==> src/rtl/load_queue_mc.sv <==
// Multi-channel load queue: allocate, optional store-queue forward lookup, dcache issue with retry, writeback.
// Define LQ_FWD_EN to include the FWD stage; otherwise loads go straight to the dcache.
module load_queue_mc #(
    parameter int NUM_IN  = 2,
    parameter int DEPTH   = 8,
    parameter int NUM_MEM = 2,
    parameter int TAG_W   = 6,
    parameter int ID_W    = $clog2(DEPTH) + 1
) (
    input  logic                         clock,
    input  logic                         reset,
    input  logic                         flush,
    input  logic [NUM_IN-1:0]            alloc_valid,
    input  logic [NUM_IN-1:0][31:0]      alloc_addr,
    input  logic [NUM_IN-1:0][1:0]       alloc_size,
    input  logic [NUM_IN-1:0]            alloc_unsigned,
    input  logic [NUM_IN-1:0][TAG_W-1:0] alloc_tag,
    output logic [NUM_IN-1:0]            alloc_ready,
    output logic                         fwd_req,
    output logic [31:0]                  fwd_addr,
    output logic [1:0]                   fwd_size,
    input  logic                         fwd_hit,
    input  logic                         fwd_block,
    input  logic [31:0]                  fwd_data,
    output logic [NUM_MEM-1:0]           mem_req_valid,
    output logic [NUM_MEM-1:0][31:0]     mem_req_addr,
    output logic [NUM_MEM-1:0][ID_W-1:0] mem_req_id,
    input  logic [NUM_MEM-1:0]           mem_req_accept,
    input  logic [NUM_MEM-1:0]           mem_resp_valid,
    input  logic [NUM_MEM-1:0][ID_W-1:0] mem_resp_id,
    input  logic [NUM_MEM-1:0][31:0]     mem_resp_data,
    output logic                         done_valid,
    output logic [TAG_W-1:0]             done_tag,
    output logic [31:0]                  done_data,
    input  logic                         done_ack
);
    localparam int IDX_W = $clog2(DEPTH);
    localparam int CNT_W = $clog2(DEPTH + 1);

    typedef enum logic [2:0] {S_FREE, S_FWD, S_MEM, S_WAIT, S_DONE} state_t;

`ifdef LQ_FWD_EN
    localparam state_t FIRST_STATE = S_FWD;
`else
    localparam state_t FIRST_STATE = S_MEM;
`endif

    state_t            state_q [DEPTH];
    state_t            state_d [DEPTH];
    logic              gen_q   [DEPTH];
    logic              gen_d   [DEPTH];
    logic [31:0]       addr_q  [DEPTH];
    logic [31:0]       addr_d  [DEPTH];
    logic [1:0]        size_q  [DEPTH];
    logic [1:0]        size_d  [DEPTH];
    logic              uns_q   [DEPTH];
    logic              uns_d   [DEPTH];
    logic [TAG_W-1:0]  tag_q   [DEPTH];
    logic [TAG_W-1:0]  tag_d   [DEPTH];
    logic [31:0]       data_q  [DEPTH];
    logic [31:0]       data_d  [DEPTH];

    logic [CNT_W-1:0]  free_cnt;
    logic [CNT_W-1:0]  mem_cnt;
    logic [CNT_W-1:0]  acc_cnt;
    logic [CNT_W-1:0]  free_rank [DEPTH];
    logic [CNT_W-1:0]  mem_rank  [DEPTH];
    logic [CNT_W-1:0]  acc_rank  [NUM_IN];
    logic [NUM_IN-1:0] acc;

    logic              done_found;
    logic              done_sel  [DEPTH];
    logic              mem_acc   [DEPTH];
    logic              resp_hit  [DEPTH];
    logic [31:0]       resp_word [DEPTH];
`ifdef LQ_FWD_EN
    logic              fwd_found;
    logic              fwd_sel   [DEPTH];
`else
    logic              unused_fwd_inputs;
    assign unused_fwd_inputs = ^{fwd_hit, fwd_block, fwd_data};
`endif

    function automatic logic [31:0] extract(input logic [31:0] word, input logic [1:0] off,
                                            input logic [1:0] size, input logic uns);
        logic [31:0] sh;
        sh = word >> {off, 3'b000};
        case (size)
            2'd0:    return uns ? {24'd0, sh[7:0]}  : {{24{sh[7]}}, sh[7:0]};
            2'd1:    return uns ? {16'd0, sh[15:0]} : {{16{sh[15]}}, sh[15:0]};
            default: return sh;
        endcase
    endfunction

    // Prefix counts: rank of each FREE/MEM entry and of each accepted channel.
    always_comb begin : rank_p
        free_cnt = '0;
        mem_cnt  = '0;
        acc_cnt  = '0;
        for (int e = 0; e < DEPTH; e++) begin
            free_rank[e] = free_cnt;
            mem_rank[e]  = mem_cnt;
            if (state_q[e] == S_FREE) free_cnt = free_cnt + CNT_W'(1);
            if (state_q[e] == S_MEM)  mem_cnt  = mem_cnt + CNT_W'(1);
        end
        for (int i = 0; i < NUM_IN; i++) begin
            alloc_ready[i] = int'(free_cnt) > i;
            acc[i]         = alloc_valid[i] & alloc_ready[i];
            acc_rank[i]    = acc_cnt;
            if (acc[i]) acc_cnt = acc_cnt + CNT_W'(1);
        end
    end

    always_comb begin : select_p
        done_found = 1'b0;
`ifdef LQ_FWD_EN
        fwd_found  = 1'b0;
`endif
        for (int e = 0; e < DEPTH; e++) begin
            done_sel[e] = !done_found && (state_q[e] == S_DONE);
            if (state_q[e] == S_DONE) done_found = 1'b1;
`ifdef LQ_FWD_EN
            fwd_sel[e] = !fwd_found && (state_q[e] == S_FWD);
            if (state_q[e] == S_FWD) fwd_found = 1'b1;
`endif
            mem_acc[e] = 1'b0;
            for (int p = 0; p < NUM_MEM; p++) begin
                if (state_q[e] == S_MEM && mem_rank[e] == CNT_W'(p)) mem_acc[e] = mem_req_accept[p];
            end
            // A response may land in the same cycle its request is accepted.
            resp_hit[e]  = 1'b0;
            resp_word[e] = '0;
            for (int p = 0; p < NUM_MEM; p++) begin
                if (mem_resp_valid[p] && mem_resp_id[p] == {gen_q[e], IDX_W'(e)} &&
                    (state_q[e] == S_WAIT || mem_acc[e])) begin
                    resp_hit[e]  = 1'b1;
                    resp_word[e] = mem_resp_data[p];
                end
            end
        end
    end

    always_comb begin : next_state_p
        for (int e = 0; e < DEPTH; e++) begin
            state_d[e] = state_q[e];
            gen_d[e]   = gen_q[e];
            addr_d[e]  = addr_q[e];
            size_d[e]  = size_q[e];
            uns_d[e]   = uns_q[e];
            tag_d[e]   = tag_q[e];
            data_d[e]  = data_q[e];
            if (flush) begin
                state_d[e] = S_FREE;
            end else begin
                case (state_q[e])
                    S_FREE: begin
                        for (int i = 0; i < NUM_IN; i++) begin
                            if (acc[i] && acc_rank[i] == free_rank[e]) begin
                                state_d[e] = FIRST_STATE;
                                gen_d[e]   = ~gen_q[e];
                                addr_d[e]  = alloc_addr[i];
                                size_d[e]  = alloc_size[i];
                                uns_d[e]   = alloc_unsigned[i];
                                tag_d[e]   = alloc_tag[i];
                            end
                        end
                    end
`ifdef LQ_FWD_EN
                    S_FWD: begin
                        if (fwd_sel[e] && !fwd_block) begin
                            if (fwd_hit) begin
                                data_d[e]  = extract(fwd_data, addr_q[e][1:0], size_q[e], uns_q[e]);
                                state_d[e] = S_DONE;
                            end else begin
                                state_d[e] = S_MEM;
                            end
                        end
                    end
`endif
                    S_MEM, S_WAIT: begin
                        if (resp_hit[e]) begin
                            data_d[e]  = extract(resp_word[e], addr_q[e][1:0], size_q[e], uns_q[e]);
                            state_d[e] = S_DONE;
                        end else if (mem_acc[e]) begin
                            state_d[e] = S_WAIT;
                        end
                    end
                    S_DONE: begin
                        if (done_sel[e] && done_ack) state_d[e] = S_FREE;
                    end
                    default: state_d[e] = S_FREE;
                endcase
            end
        end
    end

    always_comb begin : output_p
        fwd_req       = 1'b0;
        fwd_addr      = '0;
        fwd_size      = '0;
        mem_req_valid = '0;
        mem_req_addr  = '0;
        mem_req_id    = '0;
        done_valid    = 1'b0;
        done_tag      = '0;
        done_data     = '0;
        for (int e = 0; e < DEPTH; e++) begin
`ifdef LQ_FWD_EN
            if (fwd_sel[e]) begin
                fwd_req  = 1'b1;
                fwd_addr = addr_q[e];
                fwd_size = size_q[e];
            end
`endif
            if (done_sel[e]) begin
                done_valid = 1'b1;
                done_tag   = tag_q[e];
                done_data  = data_q[e];
            end
            for (int p = 0; p < NUM_MEM; p++) begin
                if (state_q[e] == S_MEM && mem_rank[e] == CNT_W'(p)) begin
                    mem_req_valid[p] = 1'b1;
                    mem_req_addr[p]  = addr_q[e];
                    mem_req_id[p]    = {gen_q[e], IDX_W'(e)};
                end
            end
        end
    end

    genvar gi;
    generate
        for (gi = 0; gi < DEPTH; gi++) begin : g_entry
            always_ff @(posedge clock) begin
                if (reset) begin
                    state_q[gi] <= S_FREE;
                    gen_q[gi]   <= 1'b0;
                    addr_q[gi]  <= '0;
                    size_q[gi]  <= '0;
                    uns_q[gi]   <= 1'b0;
                    tag_q[gi]   <= '0;
                    data_q[gi]  <= '0;
                end else begin
                    state_q[gi] <= state_d[gi];
                    gen_q[gi]   <= gen_d[gi];
                    addr_q[gi]  <= addr_d[gi];
                    size_q[gi]  <= size_d[gi];
                    uns_q[gi]   <= uns_d[gi];
                    tag_q[gi]   <= tag_d[gi];
                    data_q[gi]  <= data_d[gi];
                end
            end
        end
    endgenerate
endmodule

==> config.mk <==
export PLATFORM = sky130hd
export DESIGN_NAME = load_queue_mc
export DESIGN_NICKNAME = d
export VERILOG_FILES = /design/src/rtl/load_queue_mc.sv
export SDC_FILE = /design/constraint.sdc
export NUM_CORES = 2
export LEC_CHECK = 0
export BUFFER_PORTS_ARGS = -buffer_cell sky130_fd_sc_hd__buf_2
export CAP_MARGIN = 5
export CORE_MARGIN = 1
export CORE_UTILIZATION = 30
export DETAILED_ROUTE_END_ITERATION = 6
export GPL_ROUTABILITY_DRIVEN = 0
export PLACE_DENSITY = 0.54
export SLEW_MARGIN = 40
export SYNTH_ARGS = -nofsm -noshare
export SYNTH_HDL_FRONTEND = slang
export SYNTH_SLANG_ARGS = --single-unit
==> constraint.sdc <==
create_clock -name clock -period 17.75 [get_ports clock]
set_input_delay 2.6625 -clock clock [delete_from_list [all_inputs] [get_ports clock]]
set_output_delay 2.6625 -clock clock [all_outputs]
set_load 0.01 [all_outputs]
==> flow_metrics.py <==
metrics = {
    "status": {
        "status": "finished, violations left",
        "failed_checks": "DRC",
    },
    "critical_path": {
        "required_ps": 15090,
        "cp-end-kind": "output port",
        "start_kind": "register",
        "crit_fanout": 8,
        "crit_buf_inv": 2,
        "cp_common_cell": "ha_1",
        "path_delay_family": "simple AND/OR/NAND/NOR gates",
        "path_class": "register to output port",
        "cp.arrival_ps": 7580,
        "cp_slowest_stage_delay_ps": 650,
        "critPathSlowestCell": "or4b_2",
        "crit_chain": "or3_1 > ha_1 > nor4_1 > or2_1 > ha_1 > or4_1 > o31ai_2 > inv_1 > ha_1 > or4b_2 > o21ai_2 > ha_1 > nor2_1 > a21oi_1 > ha_1 > o221a_1 > ha_1 > nand2b_1 > or3_1 > o31ai_1 > nor3_4 > or2_2 > buf_2",
    },
    "layout": {
        "fin_area_sq_um": 45190,
        "nets": 5247,
        "area_growth_pct": 11.98,
        "nFillCells": 14200,
        "drive_gt1_share_pct": 13.50,
        "regArea_sq_um": 12330,
        "multi_input_area_sq_um": 25440,
        "finalNonFillerCells": 6853,
    },
    "synthesis": {
        "synth_largest_area_cell": "dfxtp_1",
        "synth_seq_area_share_pct": 30.56,
        "synth_area_leaders": "dfxtp_1 31%, mux2i_1 9.3%, a211oi_1 8.3%",
        "yosysMostFrequentCell": "nor2_1",
        "synth_cell_type_count": 107,
        "synth_top_area_share_pct": 30.56,
        "synth-async-reset-ratio_pct": 0,
        "synthTopCellsByCount": "659 x nor2_1, 616 x dfxtp_1, 451 x clkbuf_1, 444 x a211oi_1, 409 x nand2_1",
        "synth-main-ff-cell": "dfxtp_1",
        "syn_inst": 5204,
        "syn_area_sq_um": 40350,
        "ys_ff_latch": 616,
        "synth_area_per_cell_sq_um": 7.755,
        "synth_warnings": 0,
        "synth_edf_count": 0,
    },
    "clock_network": {
        "clk_pin_slew_worst_paths_ps": 50,
        "cts.htree.levels": 3,
        "clock_latency_ps": 690,
        "cts_inserted_buffers": 74,
        "cts_setup_buffers": 0,
        "cts-resized-gates": 0,
        "cts_hold_buf": 0,
        "cts_buffer_depth": 3,
        "cts_tree": "yes",
        "root_buffer": "clkbuf_16",
        "cts.sinks": 616,
    },
    "grt": {
        "grt_use_total_pct": 24.51,
        "overflow": 0,
        "grt_max_degree": 89,
        "grt_pass1_wl_mm": 253.6,
        "antenna_found_initial": 50,
        "grt_pass1_vias": 37550,
    },
    "timing": {
        "hold_viol_final": 0,
        "rsz0062_at_grt": "false",
        "slew_violations": 0,
        "setup_viol_count_final": 0,
        "finalSetupTns_ps": 0,
        "tightest_slew_ps": 974.1,
        "min_period_over_period_pct": 57.73,
        "layout_min_cycle_time_ps": 10250,
        "finClkSkew_ps": 36.61,
        "slew_headroom_pct": 34.93,
        "fmax_ghz": 0.09759,
        "hold_ws_ps": 445.0,
    },
    "power": {
        "p_leak_nw": 15.62,
        "net-switching-power_w": 0.004383,
        "internal_power_w": 0.004559,
        "switching_share_pct": 49.02,
        "p_comb_share_pct": 60.5,
        "clkPwrFrac_pct": 18.4,
        "vdd.ir_drop.worst_mv": 0.4312,
        "pwr-share-seq_pct": 21.1,
        "p_per_area_nw_per_um2": 197.9,
    },
    "drt": {
        "ant_nets": 0,
        "avgRoutedWirePerCell_um": 25.39,
        "drtIter0Drc": 5035,
        "vias_per_cell": 6.055,
        "drc": 2,
        "via_count": 41490,
        "dr.pass1.iters": 7,
        "drt-total-wl_mm": 174.0,
    },
    "floorplanning": {
        "start_util_pct": 30.24,
        "die_x_um": 368.8,
        "rows": 134,
        "io_pins": 348,
        "core_area_sq_um": 133500,
        "die_h_um": 368.8,
        "dieArea_sq_um": 136000,
    },
    "place": {
        "place_area_sq_um": 42540,
        "portBuffers": 278,
        "dp.cells": 6707,
        "hpwl_mm": 115.3,
    },
    "worst_hold_path": {
        "hp-class": "register to register",
    },
    "flow_run": {
        "max_cap_viol_count": 0,
    },
}
[logic make-up (layout without fill, tap and decap cells)]
family,after synthesis,count (layout),synth area share (%)
AO/OA/AOI/OAI,1811,1811,32.13
flip-flops,616,616,30.56
multiplexers,399,399,10.06
other,1,46,0.009293
buffers and inverters,751,587,7.894
AND/OR/NAND/NOR,1548,1548,17.14
adder cells (fa/ha/maj),33,33,1.042
XOR/XNOR,45,45,1.169
[stage by stage]
stage	setup WS [ps]	total power [W]	utilization [%]
finish	7503	0.008942	33.86
global route	7203	0.009493	33.84
CTS	7566	0.008890	33.80
detailed placement	8285	0.007232	31.88
global placement	8341	0.007115	31.70
floorplan	9007	0.005660	-
[path summary, 6_finish.rpt]
| kind | cells past startpoint | endpoint | startpoint | slack, ps |
|---|---|---|---|---|
| worst max-delay path | 23 | alloc_ready[1] | state_q[0][2] | 7500 |
| worst min-delay path | 2 | data_q[1][108] | data_q[1][108] | 450 |
| worst max register to register | 28 | addr_q[0][33] | state_q[0][2] | 8840 |
| worst min register to register | 2 | data_q[1][108] | data_q[1][108] | 450 |
[power groups by stage]
stage	clock network [W]	registers (W)	logic, W
finish	0.00164	0.00189	0.00541
global route	0.00172	0.00192	0.00585
CTS	0.00167	0.00188	0.00534
detailed placement	0	0.00191	0.00532
global placement	0	0.00190	0.00522
floorplan	0	0.00184	0.00382
[layer usage]
layer	GRT usage, %	vias to the layer above	part of all wire [%]
met1	32.62	20030	42
met5	0	-	0.11
met4	8.211	32	3.4
met3	6.066	395	10
li1	-	18890	-
met2	38.34	2147	45
[flip-flops by register name, indices dropped and copies added (netlist names)]
signal,cells
addr_q,256
tag_q,48
state_q,24
data_q,256
size_q,16
gen_q,8
uns_q,8
[worst reg2reg max path: cells and delay by family, from the launching register on]
kind	cells	cell delay, ps
DFF	1	360
adders and majority gates	7	2310
AOI/OAI and AO/OA	8	2090
and+or+nand+nor	11	3440
buffers and inverters	2	640
[cell type report]
class                      count  area share (%)
multi-input combinational   3871           56.31
tap                         1768           4.895
inverter                      67          0.5565
sequential                   616           27.29
clock inverter                27          0.8583
antenna                       11         0.06091
timing repair buffer         386           5.214
clock buffer                 107           4.818
[placed cells by master (no fill, tap or decap), drive strengths merged, types with 23 or more instances in the layout]
| master | netlist | routed |
|---|---|---|
| o22ai | 57 | 57 |
| o211ai | 115 | 115 |
| nand3 | 72 | 72 |
| nor2b | 44 | 44 |
| buf | 221 | 386 |
| xnor2 | 25 | 25 |
| or3 | 26 | 26 |
| o21ai | 297 | 297 |
| a21oi | 242 | 242 |
| mux2 | 23 | 23 |
| clkbuf | 463 | 107 |
| dfxtp | 616 | 616 |
| nand2b | 55 | 55 |
| conb | 1 | 35 |
| o2bb2ai | 84 | 84 |
| nand2 | 410 | 410 |
| a311oi | 35 | 35 |
| mux2i | 373 | 373 |
| ha | 32 | 32 |
| a22oi | 188 | 188 |
| a221o | 50 | 50 |
| a211oi | 446 | 446 |
| nor2 | 660 | 660 |
| a221oi | 114 | 114 |
| nor3 | 164 | 164 |
| a22o | 59 | 59 |
| inv | 67 | 69 |
(Power assumes the default switching activity.)
